**config.mk**
```make
export PLATFORM = sky130hd
export DESIGN_NAME = ddr4_req_sched_flat
export DESIGN_NICKNAME = d
export VERILOG_FILES = /design/src/rtl/ddr4_pkg.sv /design/src/rtl/ddr4_req_sched_if.sv /design/src/rtl/ddr4_req_fifo.sv /design/src/rtl/ddr4_req_sched.sv /design/src/flat_wrapper.sv
export SDC_FILE = /design/constraint.sdc
export NUM_CORES = 1
export LEC_CHECK = 0
export CAP_MARGIN = 30
export CORE_AREA = 2 2 163 133
export CTS_BUF_LIST = sky130_fd_sc_hd__clkbuf_16
export CTS_CLUSTER_DIAMETER = 30
export CTS_CLUSTER_SIZE = 20
export DETAILED_ROUTE_END_ITERATION = 16
export DIE_AREA = 0 0 165 135
export HOLD_SLACK_MARGIN = 0.06
export PLACE_DENSITY = 0.79
export SYNTH_ARGS = -nofsm -noshare
export SYNTH_HDL_FRONTEND = slang
export SYNTH_SLANG_ARGS = --single-unit
```
**constraint.sdc**
```tcl
create_clock -name clk_50mhz -period 3.15 [get_ports clk_50mhz]
set_input_delay 0.315 -clock clk_50mhz [delete_from_list [all_inputs] [get_ports clk_50mhz]]
set_output_delay 0.315 -clock clk_50mhz [all_outputs]
set_load 0.01 [all_outputs]
```
**src/rtl/ddr4_pkg.sv**
```systemverilog
// Shared constants, address layout and FSM states
// for the DDR4 host request scheduler.
package ddr4_pkg;

  localparam int BG_W   = 2;
  localparam int BA_W   = 2;
  localparam int ROW_W  = 8;
  localparam int COL_W  = 4;
  localparam int ADDR_W = 16;
  localparam int IDX_W  = BG_W + BA_W;

  localparam int BG_LSB  = 14;
  localparam int BA_LSB  = 12;
  localparam int ROW_LSB = 4;
  localparam int COL_LSB = 0;

  localparam logic [1:0] CMD_ACT = 2'd0;
  localparam logic [1:0] CMD_RD  = 2'd1;
  localparam logic [1:0] CMD_WR  = 2'd2;
  localparam logic [1:0] CMD_PRE = 2'd3;

  typedef enum logic [2:0] {
    S_IDLE,
    S_CHECK,
    S_PRE,
    S_ACT,
    S_CAS,
    S_AUTO_PRE
  } state_t;

  function automatic logic [1:0] cas_type(
    input logic we
  );
    return we ? CMD_WR : CMD_RD;
  endfunction

endpackage

```
**src/rtl/ddr4_req_sched_if.sv**
```systemverilog
// Host request and controller command handshakes.
// slave = scheduler side, master = host/controller side.
interface ddr4_req_sched_if #(
  parameter int DATA_W = 8
);
  import ddr4_pkg::*;

  logic              host_valid;
  logic              host_ready;
  logic              host_we;
  logic [ADDR_W-1:0] host_addr;
  logic [DATA_W-1:0] host_wdata;

  logic              cmd_valid;
  logic              cmd_ready;
  logic [1:0]        cmd_type;
  logic [BG_W-1:0]   cmd_bg;
  logic [BA_W-1:0]   cmd_ba;
  logic [ROW_W-1:0]  cmd_row;
  logic [COL_W-1:0]  cmd_col;
  logic [DATA_W-1:0] cmd_wdata;

  modport slave (
    input  host_valid, host_we,
    input  host_addr, host_wdata,
    output host_ready,
    input  cmd_ready,
    output cmd_valid, cmd_type,
    output cmd_bg, cmd_ba,
    output cmd_row, cmd_col,
    output cmd_wdata
  );

  modport master (
    output host_valid, host_we,
    output host_addr, host_wdata,
    input  host_ready,
    output cmd_ready,
    input  cmd_valid, cmd_type,
    input  cmd_bg, cmd_ba,
    input  cmd_row, cmd_col,
    input  cmd_wdata
  );

endinterface

```
**src/rtl/ddr4_req_fifo.sv**
```systemverilog
// Synchronous request FIFO holding {we, addr, wdata}.
// DEPTH must be a power of two so pointers wrap naturally.
module ddr4_req_fifo #(
  parameter  int DEPTH = 4,
  parameter  int W     = 25,
  localparam int CW    = $clog2(DEPTH + 1)
) (
  input  logic          clk_50mhz,
  input  logic          rst_50mhz,
  input  logic          push,
  input  logic          pop,
  input  logic [W-1:0]  din,
  output logic [W-1:0]  dout,
  output logic          full,
  output logic          empty,
  output logic [CW-1:0] count
);

  localparam int AW = $clog2(DEPTH);

  logic [W-1:0]  mem [DEPTH];
  logic [AW-1:0] wr_ptr;
  logic [AW-1:0] rd_ptr;
  logic          do_push;
  logic          do_pop;

  assign full    = (count == CW'(DEPTH));
  assign empty   = (count == '0);
  assign do_push = push & ~full;
  assign do_pop  = pop & ~empty;
  assign dout    = mem[rd_ptr];

  always_ff @(posedge clk_50mhz) begin
    if (do_push) mem[wr_ptr] <= din;
  end

  always_ff @(posedge clk_50mhz) begin
    if (rst_50mhz) begin
      wr_ptr <= '0;
      rd_ptr <= '0;
      count  <= '0;
    end else begin
      if (do_push) wr_ptr <= wr_ptr + 1'b1;
      if (do_pop)  rd_ptr <= rd_ptr + 1'b1;
      count <= count + CW'(do_push)
                     - CW'(do_pop);
    end
  end

endmodule

```
**src/rtl/ddr4_req_sched.sv**
```systemverilog
// DDR4 request scheduler: FIFO, open-row table, PRE/ACT/CAS FSM.
// Define DDR4_CLOSE_PAGE_EN for close-page (auto PRE after CAS).
module ddr4_req_sched
  import ddr4_pkg::*;
#(
  parameter int DEPTH  = 4,
  parameter int DATA_W = 8
) (
  input  logic clk_50mhz,
  input  logic rst_50mhz,
  input  logic init_done,
  ddr4_req_sched_if.slave bus,
  output logic [$clog2(DEPTH+1)-1:0] q_count,
  output logic busy
);

  localparam int FW = 1 + ADDR_W + DATA_W;

  logic [FW-1:0]     head;
  logic              full;
  logic              empty;
  logic              push;
  logic              pop;
  logic              accept;

  logic              h_we;
  logic [ADDR_W-1:0] h_addr;
  logic [DATA_W-1:0] h_wdata;
  logic [BG_W-1:0]   h_bg;
  logic [BA_W-1:0]   h_ba;
  logic [ROW_W-1:0]  h_row;
  logic [COL_W-1:0]  h_col;
  logic [IDX_W-1:0]  h_idx;
  logic [IDX_W-1:0]  c_idx;
  logic              h_open;
  logic              h_same;

  logic [15:0]       open_q;
  logic [ROW_W-1:0]  row_q [16];

  state_t            state;
  logic              cmd_valid_q;
  logic [1:0]        cmd_type_q;
  logic [BG_W-1:0]   cmd_bg_q;
  logic [BA_W-1:0]   cmd_ba_q;
  logic [ROW_W-1:0]  cmd_row_q;
  logic [COL_W-1:0]  cmd_col_q;
  logic [DATA_W-1:0] cmd_wdata_q;

  assign bus.host_ready = ~full;
  assign push   = bus.host_valid & ~full;
  assign accept = cmd_valid_q & bus.cmd_ready;
  assign pop    = (state == S_CAS) & accept;

  ddr4_req_fifo #(
    .DEPTH (DEPTH),
    .W     (FW)
  ) u_fifo (
    .clk_50mhz (clk_50mhz),
    .rst_50mhz (rst_50mhz),
    .push      (push),
    .pop       (pop),
    .din       ({bus.host_we,
                 bus.host_addr,
                 bus.host_wdata}),
    .dout      (head),
    .full      (full),
    .empty     (empty),
    .count     (q_count)
  );

  assign h_we    = head[FW-1];
  assign h_addr  = head[FW-2 -: ADDR_W];
  assign h_wdata = head[DATA_W-1:0];
  assign h_bg    = h_addr[BG_LSB  +: BG_W];
  assign h_ba    = h_addr[BA_LSB  +: BA_W];
  assign h_row   = h_addr[ROW_LSB +: ROW_W];
  assign h_col   = h_addr[COL_LSB +: COL_W];
  assign h_idx   = {h_bg, h_ba};
  assign c_idx   = {cmd_bg_q, cmd_ba_q};
  assign h_open  = open_q[h_idx];
  assign h_same  = (row_q[h_idx] == h_row);

  assign bus.cmd_valid = cmd_valid_q;
  assign bus.cmd_type  = cmd_type_q;
  assign bus.cmd_bg    = cmd_bg_q;
  assign bus.cmd_ba    = cmd_ba_q;
  assign bus.cmd_row   = cmd_row_q;
  assign bus.cmd_col   = cmd_col_q;
  assign bus.cmd_wdata = cmd_wdata_q;

  assign busy = (state != S_IDLE)
              | (q_count != '0);

  always_ff @(posedge clk_50mhz) begin
    if (rst_50mhz) begin
      state       <= S_IDLE;
      cmd_valid_q <= 1'b0;
      cmd_type_q  <= CMD_ACT;
      cmd_bg_q    <= '0;
      cmd_ba_q    <= '0;
      cmd_row_q   <= '0;
      cmd_col_q   <= '0;
      cmd_wdata_q <= '0;
      open_q      <= '0;
      for (int i = 0; i < 16; i++)
        row_q[i] <= '0;
    end else begin
      // Bank state follows commands the controller took,
      // keyed by the latched target rather than the head.
      if (accept && cmd_type_q == CMD_ACT) begin
        open_q[c_idx] <= 1'b1;
        row_q[c_idx]  <= cmd_row_q;
      end else if (accept && cmd_type_q == CMD_PRE) begin
        open_q[c_idx] <= 1'b0;
      end

      unique case (state)
        S_IDLE: begin
          if (!empty && init_done)
            state <= S_CHECK;
        end
        S_CHECK: begin
          cmd_valid_q <= 1'b1;
          cmd_bg_q    <= h_bg;
          cmd_ba_q    <= h_ba;
          cmd_row_q   <= h_row;
          cmd_col_q   <= h_col;
          cmd_wdata_q <= h_wdata;
          unique case (1'b1)
            (h_open && h_same): begin
              state      <= S_CAS;
              cmd_type_q <= cas_type(h_we);
            end
            (h_open && !h_same): begin
              state      <= S_PRE;
              cmd_type_q <= CMD_PRE;
            end
            (!h_open): begin
              state      <= S_ACT;
              cmd_type_q <= CMD_ACT;
            end
          endcase
        end
        S_PRE: begin
          if (accept) begin
            state      <= S_ACT;
            cmd_type_q <= CMD_ACT;
          end
        end
        S_ACT: begin
          if (accept) begin
            state      <= S_CAS;
            cmd_type_q <= cas_type(h_we);
          end
        end
        S_CAS: begin
          if (accept) begin
`ifdef DDR4_CLOSE_PAGE_EN
            state      <= S_AUTO_PRE;
            cmd_type_q <= CMD_PRE;
`else
            state       <= S_IDLE;
            cmd_valid_q <= 1'b0;
`endif
          end
        end
        S_AUTO_PRE: begin
          if (accept) begin
            state       <= S_IDLE;
            cmd_valid_q <= 1'b0;
          end
        end
        default: begin
          state       <= S_IDLE;
          cmd_valid_q <= 1'b0;
        end
      endcase
    end
  end

endmodule
```
**src/flat_wrapper.sv**
```systemverilog
// flat-port wrapper written by rule: the top's interface ports become plain ports
module ddr4_req_sched_flat import ddr4_pkg::*;
#(
  parameter int DEPTH  = 4,
  parameter int DATA_W = 8
)
  (clk_50mhz, rst_50mhz, init_done, q_count, busy, bus_host_valid, bus_host_we, bus_host_addr, bus_host_wdata, bus_host_ready, bus_cmd_ready, bus_cmd_valid, bus_cmd_type, bus_cmd_bg, bus_cmd_ba, bus_cmd_row, bus_cmd_col, bus_cmd_wdata);
  ddr4_req_sched_if #(.DATA_W(DATA_W)) bus_i ();
  input  logic clk_50mhz;
  input  logic rst_50mhz;
  input  logic init_done;
  output logic [$clog2(DEPTH+1)-1:0] q_count;
  output logic busy;
  input wire logic [$bits(bus_i.host_valid)-1:0] bus_host_valid;
  input wire logic [$bits(bus_i.host_we)-1:0] bus_host_we;
  input wire logic [$bits(bus_i.host_addr)-1:0] bus_host_addr;
  input wire logic [$bits(bus_i.host_wdata)-1:0] bus_host_wdata;
  output wire logic [$bits(bus_i.host_ready)-1:0] bus_host_ready;
  input wire logic [$bits(bus_i.cmd_ready)-1:0] bus_cmd_ready;
  output wire logic [$bits(bus_i.cmd_valid)-1:0] bus_cmd_valid;
  output wire logic [$bits(bus_i.cmd_type)-1:0] bus_cmd_type;
  output wire logic [$bits(bus_i.cmd_bg)-1:0] bus_cmd_bg;
  output wire logic [$bits(bus_i.cmd_ba)-1:0] bus_cmd_ba;
  output wire logic [$bits(bus_i.cmd_row)-1:0] bus_cmd_row;
  output wire logic [$bits(bus_i.cmd_col)-1:0] bus_cmd_col;
  output wire logic [$bits(bus_i.cmd_wdata)-1:0] bus_cmd_wdata;
  assign bus_i.host_valid = bus_host_valid;
  assign bus_i.host_we = bus_host_we;
  assign bus_i.host_addr = bus_host_addr;
  assign bus_i.host_wdata = bus_host_wdata;
  assign bus_host_ready = bus_i.host_ready;
  assign bus_i.cmd_ready = bus_cmd_ready;
  assign bus_cmd_valid = bus_i.cmd_valid;
  assign bus_cmd_type = bus_i.cmd_type;
  assign bus_cmd_bg = bus_i.cmd_bg;
  assign bus_cmd_ba = bus_i.cmd_ba;
  assign bus_cmd_row = bus_i.cmd_row;
  assign bus_cmd_col = bus_i.cmd_col;
  assign bus_cmd_wdata = bus_i.cmd_wdata;
  ddr4_req_sched #(.DEPTH(DEPTH), .DATA_W(DATA_W)) u_core (.clk_50mhz(clk_50mhz), .rst_50mhz(rst_50mhz), .init_done(init_done), .bus(bus_i), .q_count(q_count), .busy(busy));
endmodule
```
==> summary.txt <==
Hold path
  – Hold Path Class: in -> reg
  – Min-delay src: bus_host_addr[2]
  – Hold path depth: 1
  – Worst hold endpoint: u_core.u_fifo.mem[1][10]

Global routing
  – Gr usage total: 0.264
  – Initial antenna violation count: 0
  – Global-route wire length before repair: 43.8 mm
  – Vias in the first global route: 7813
  – Largest net degree at the start of global routing: 44
  – Grt total ovfl: 0

Synth
  – Compound-Gate Fraction of Synth Area: 0.0634
  – Most frequent cell after synthesis: edfxtp_1
  – Top FF cell, synth: edfxtp_1
  – Top post-synthesis cells by area: edfxtp_1, dfxtp_1, and2_1
  – Ys Warns: 0
  – Post-synthesis async set-or-reset flop share: 0
  – Sequential element share of the synthesized area: 0.651
  – Post-synthesis cell type count: 54
  – Register bit count reported by yosys: 283
  – Synth Instances: 876
  – EDFF count, synth: 228
  – Syn_nets: 913
  – Xor/xnor share of the synthesized area: 0.0129
  – Synth Area in Simple Gates: 0.126
  – Adder-cell share of the synthesized area: 0.00779
  – Mapped Area: 0.0122 mm^2
  – Yosys top cell by area: edfxtp_1
  – Top cells by count, synth: edfxtp_1, and2_1, nand2_1
  – Largest family of logic cells by synthesized area: simple AND/OR/NAND/NOR gates
  – Area share of the largest cell type after synthesis: 0.561
  – Mux contribution to synthesized area: 0.117
  – Synthesized area per cell: 13.9 um^2

Placement
  – Placement Setup Slack: 59.2 ps
  – Dpl cell area: 0.0133 mm^2
  – Post-DP HPWL: 18.2 mm
  – RePlAce Congestion: 0.882
  – Count of port buffers added during placement: 61

Power and ir drop
  – Peak supply drop: 0.592 mV
  – Pwr Density: 739 mW/mm^2
  – Lkg Pwr: 5.44 nW

STA
  – Final Hold Fails: 0
  – Final period util: 0.981
  – Crit path time final: 3090 ps
  – Fin worst setup slack: 58.9 ps
  – Final Skew: 31.1 ps
  – Actual slew at the worst max-slew pin: 725 ps
  – Final max-slew violation count: 0
  – Setup TNS: 0 ps
  – Hold slack: 423 ps
  – Final setup fails: 0
  – Fmax: 324 MHz
  – Max_slew headroom: 0.516

Cells and area
  – Area of the multi-input gates: 0.00402 mm^2
  – Final Instance Area: 0.0148 mm^2
  – Ant diodes: 0
  – FILL cells: 1319
  – Register Area: 0.00795 mm^2
  – Layout Utilization: 0.722
  – Share of layout cells above drive strength 1: 0.172
  – Area Growth Syn to Fin: 21.4%
  – Layout Nets: 1028

Worst setup path
  – R2R setup slack: 60 ps
  – Peak per-stage delay on the critical path: 630 ps
  – Crit-path slowest cell: mux4_2
  – CP Cell Sequence: buf_8 -> mux4_2 -> buf_12 -> buf_4 -> nor2_1 -> buf_4 -> a22oi_1 -> nand2_1 -> xor2_1 -> a311oi_1 -> nor4_4 -> a32o_1
  – Crit path required time: 3610 ps
  – Largest fanout on the critical path: 8
  – R2R Path End: u_core.state[2]
  – Buffers & Inverters on Critical Path: 4
  – Top cell by count, worst path: buf_4
  – WP data arrival: 3550 ps
  – CP Capture Type: flip-flop
  – Critical path type: reg -> reg
  – Startpoint Class: flip-flop
  – Crit path max-delay family: simple AND/OR/NAND/NOR gates
  – R2R cell count: 12

Die
  – Die X: 165 um
  – IO Pins: 62
  – Row count: 47
  – Die height: 135 um
  – Core ar.: 0.0205 mm^2
  – Initial Utilization: 0.595
  – Die ar.: 0.0223 mm^2

Detailed routing
  – DRC violations left: 0
  – Routed WL per cell: 22.2 um
  – WL final: 28.6 mm
  – Vias/cell: 5.96
  – Via count: 7709
  – Drt pass-1 iters: 5
  – Final ANT Viol Nets: 0
  – Drt first-iter violations: 962

Clocking
  – Root Driver: clkbuf_16
  – Htree depth: 2
  – Clk sinks: 283
  – CTS tree: yes
  – Worst skew pair latency: 530 ps
  – Clk pin slew, worst setup/hold paths: 70 ps
  – Clock Path Buffers: 3
  – Total CTS buffers: 42

Flow run
  – Max Cap Violations: 0

Status
  – Status: complete, no violations
==> worst max-delay path by stage <==
stage / endpoint / cells past startpoint
floorplan: u_core.state[2] / 8
global placement: u_core.state[2] / 9
detailed placement: u_core.state[2] / 9
CTS: u_core.state[2] / 9
global route: u_core.state[2] / 10
finish: u_core.state[2] / 12
==> placed cells by master, fill, tap and decap left out, types with 5 or more instances in the layout <==
cell type	count
nand2b_1	8
ha_1	6
nand3_1	6
a22oi_1	14
clkdlybuf4s50_1	61
clkinv_1	5
a21oi_1	35
inv_1	16
o21ai_0	30
mux2i_1	63
buf_4	57
clkinv_2	5
nor3_1	5
edfxtp_1	228
o211ai_1	12
xor2_1	12
dfxtp_1	54
inv_6	6
nand2_1	70
nor2_1	31
clkbuf_16	43
and2_1	132
xnor2_1	6
mux4_2	34
==> cells by family (layout without fill, tap and decap cells) <==
kind of cell	after synthesis	count (layout)
and+or+nand+nor	285	285
DFF	283	283
xor gates and xnor gates	18	18
muxes	100	100
adders and majority gates	7	7
AOI/OAI and AO/OA	122	122
buffers and inverters	61	209
==> where the power goes <==
group | total, mW | internal [mW] | switching [mW]
Sequential | 4.61 | 4.35 | 0.255
Clock | 4.54 | 2.84 | 1.70
Combinational | 1.80 | 0.749 | 1.05
Total | 10.9 | 7.94 | 3.00
==> what timing repair did <==
item / 4_1_cts / 5_1_grt
hold buffers: 0 / 0
setup endpoints to repair: 4 / 4
setup buffers: 0 / 10
gates resized for setup: 2 / 12
pin swaps: 0 / 3
==> routing by layer <==
metal	up-vias	GRT usage	part of all wire
li1	3493	-	-
met3	47	0.0556	0.080
met4	0	0.0802	0.021
met5	-	0	0
met2	374	0.421	0.48
met1	3795	0.368	0.41
==> sequential cells by signal, summed over array words and instances, names as in the netlist, 2 cells and up, named ones only <==
signal,flops
u_core.bus.cmd_col,4
u_core.bus.cmd_type,2
u_core.bus.cmd_wdata,8
u_core.bus.cmd_ba,2
u_core.row_q,128
u_core.state,3
u_core.u_fifo.wr_ptr,2
u_core.bus.cmd_row,8
u_core.u_fifo.count,3
u_core.u_fifo.mem,100
u_core.bus.cmd_bg,2
u_core.u_fifo.rd_ptr,2
==> final cells by class <==
class | count | area share
multi-input cells | 532 | 0.271
repair buffers | 121 | 0.0732
well taps | 269 | 0.0227
inverters | 11 | 0.00279
clock inverters | 34 | 0.0209
flip-flops and latches | 283 | 0.537
clock buffers | 43 | 0.0726
==> metrics by stage <==
| stage | power [mW] | std cells |
|---|---|---|
| 2_1_floorplan | 5.63 | 876 |
| 3_3_place_gp | 6.35 | 1206 |
| 3_5_place_dp | 6.39 | 1206 |
| 4_1_cts | 10.9 | 1283 |
| 5_1_grt | 11.3 | 1293 |
| 6_report | 10.9 | 1293 |
(Power assumes the default switching activity.)
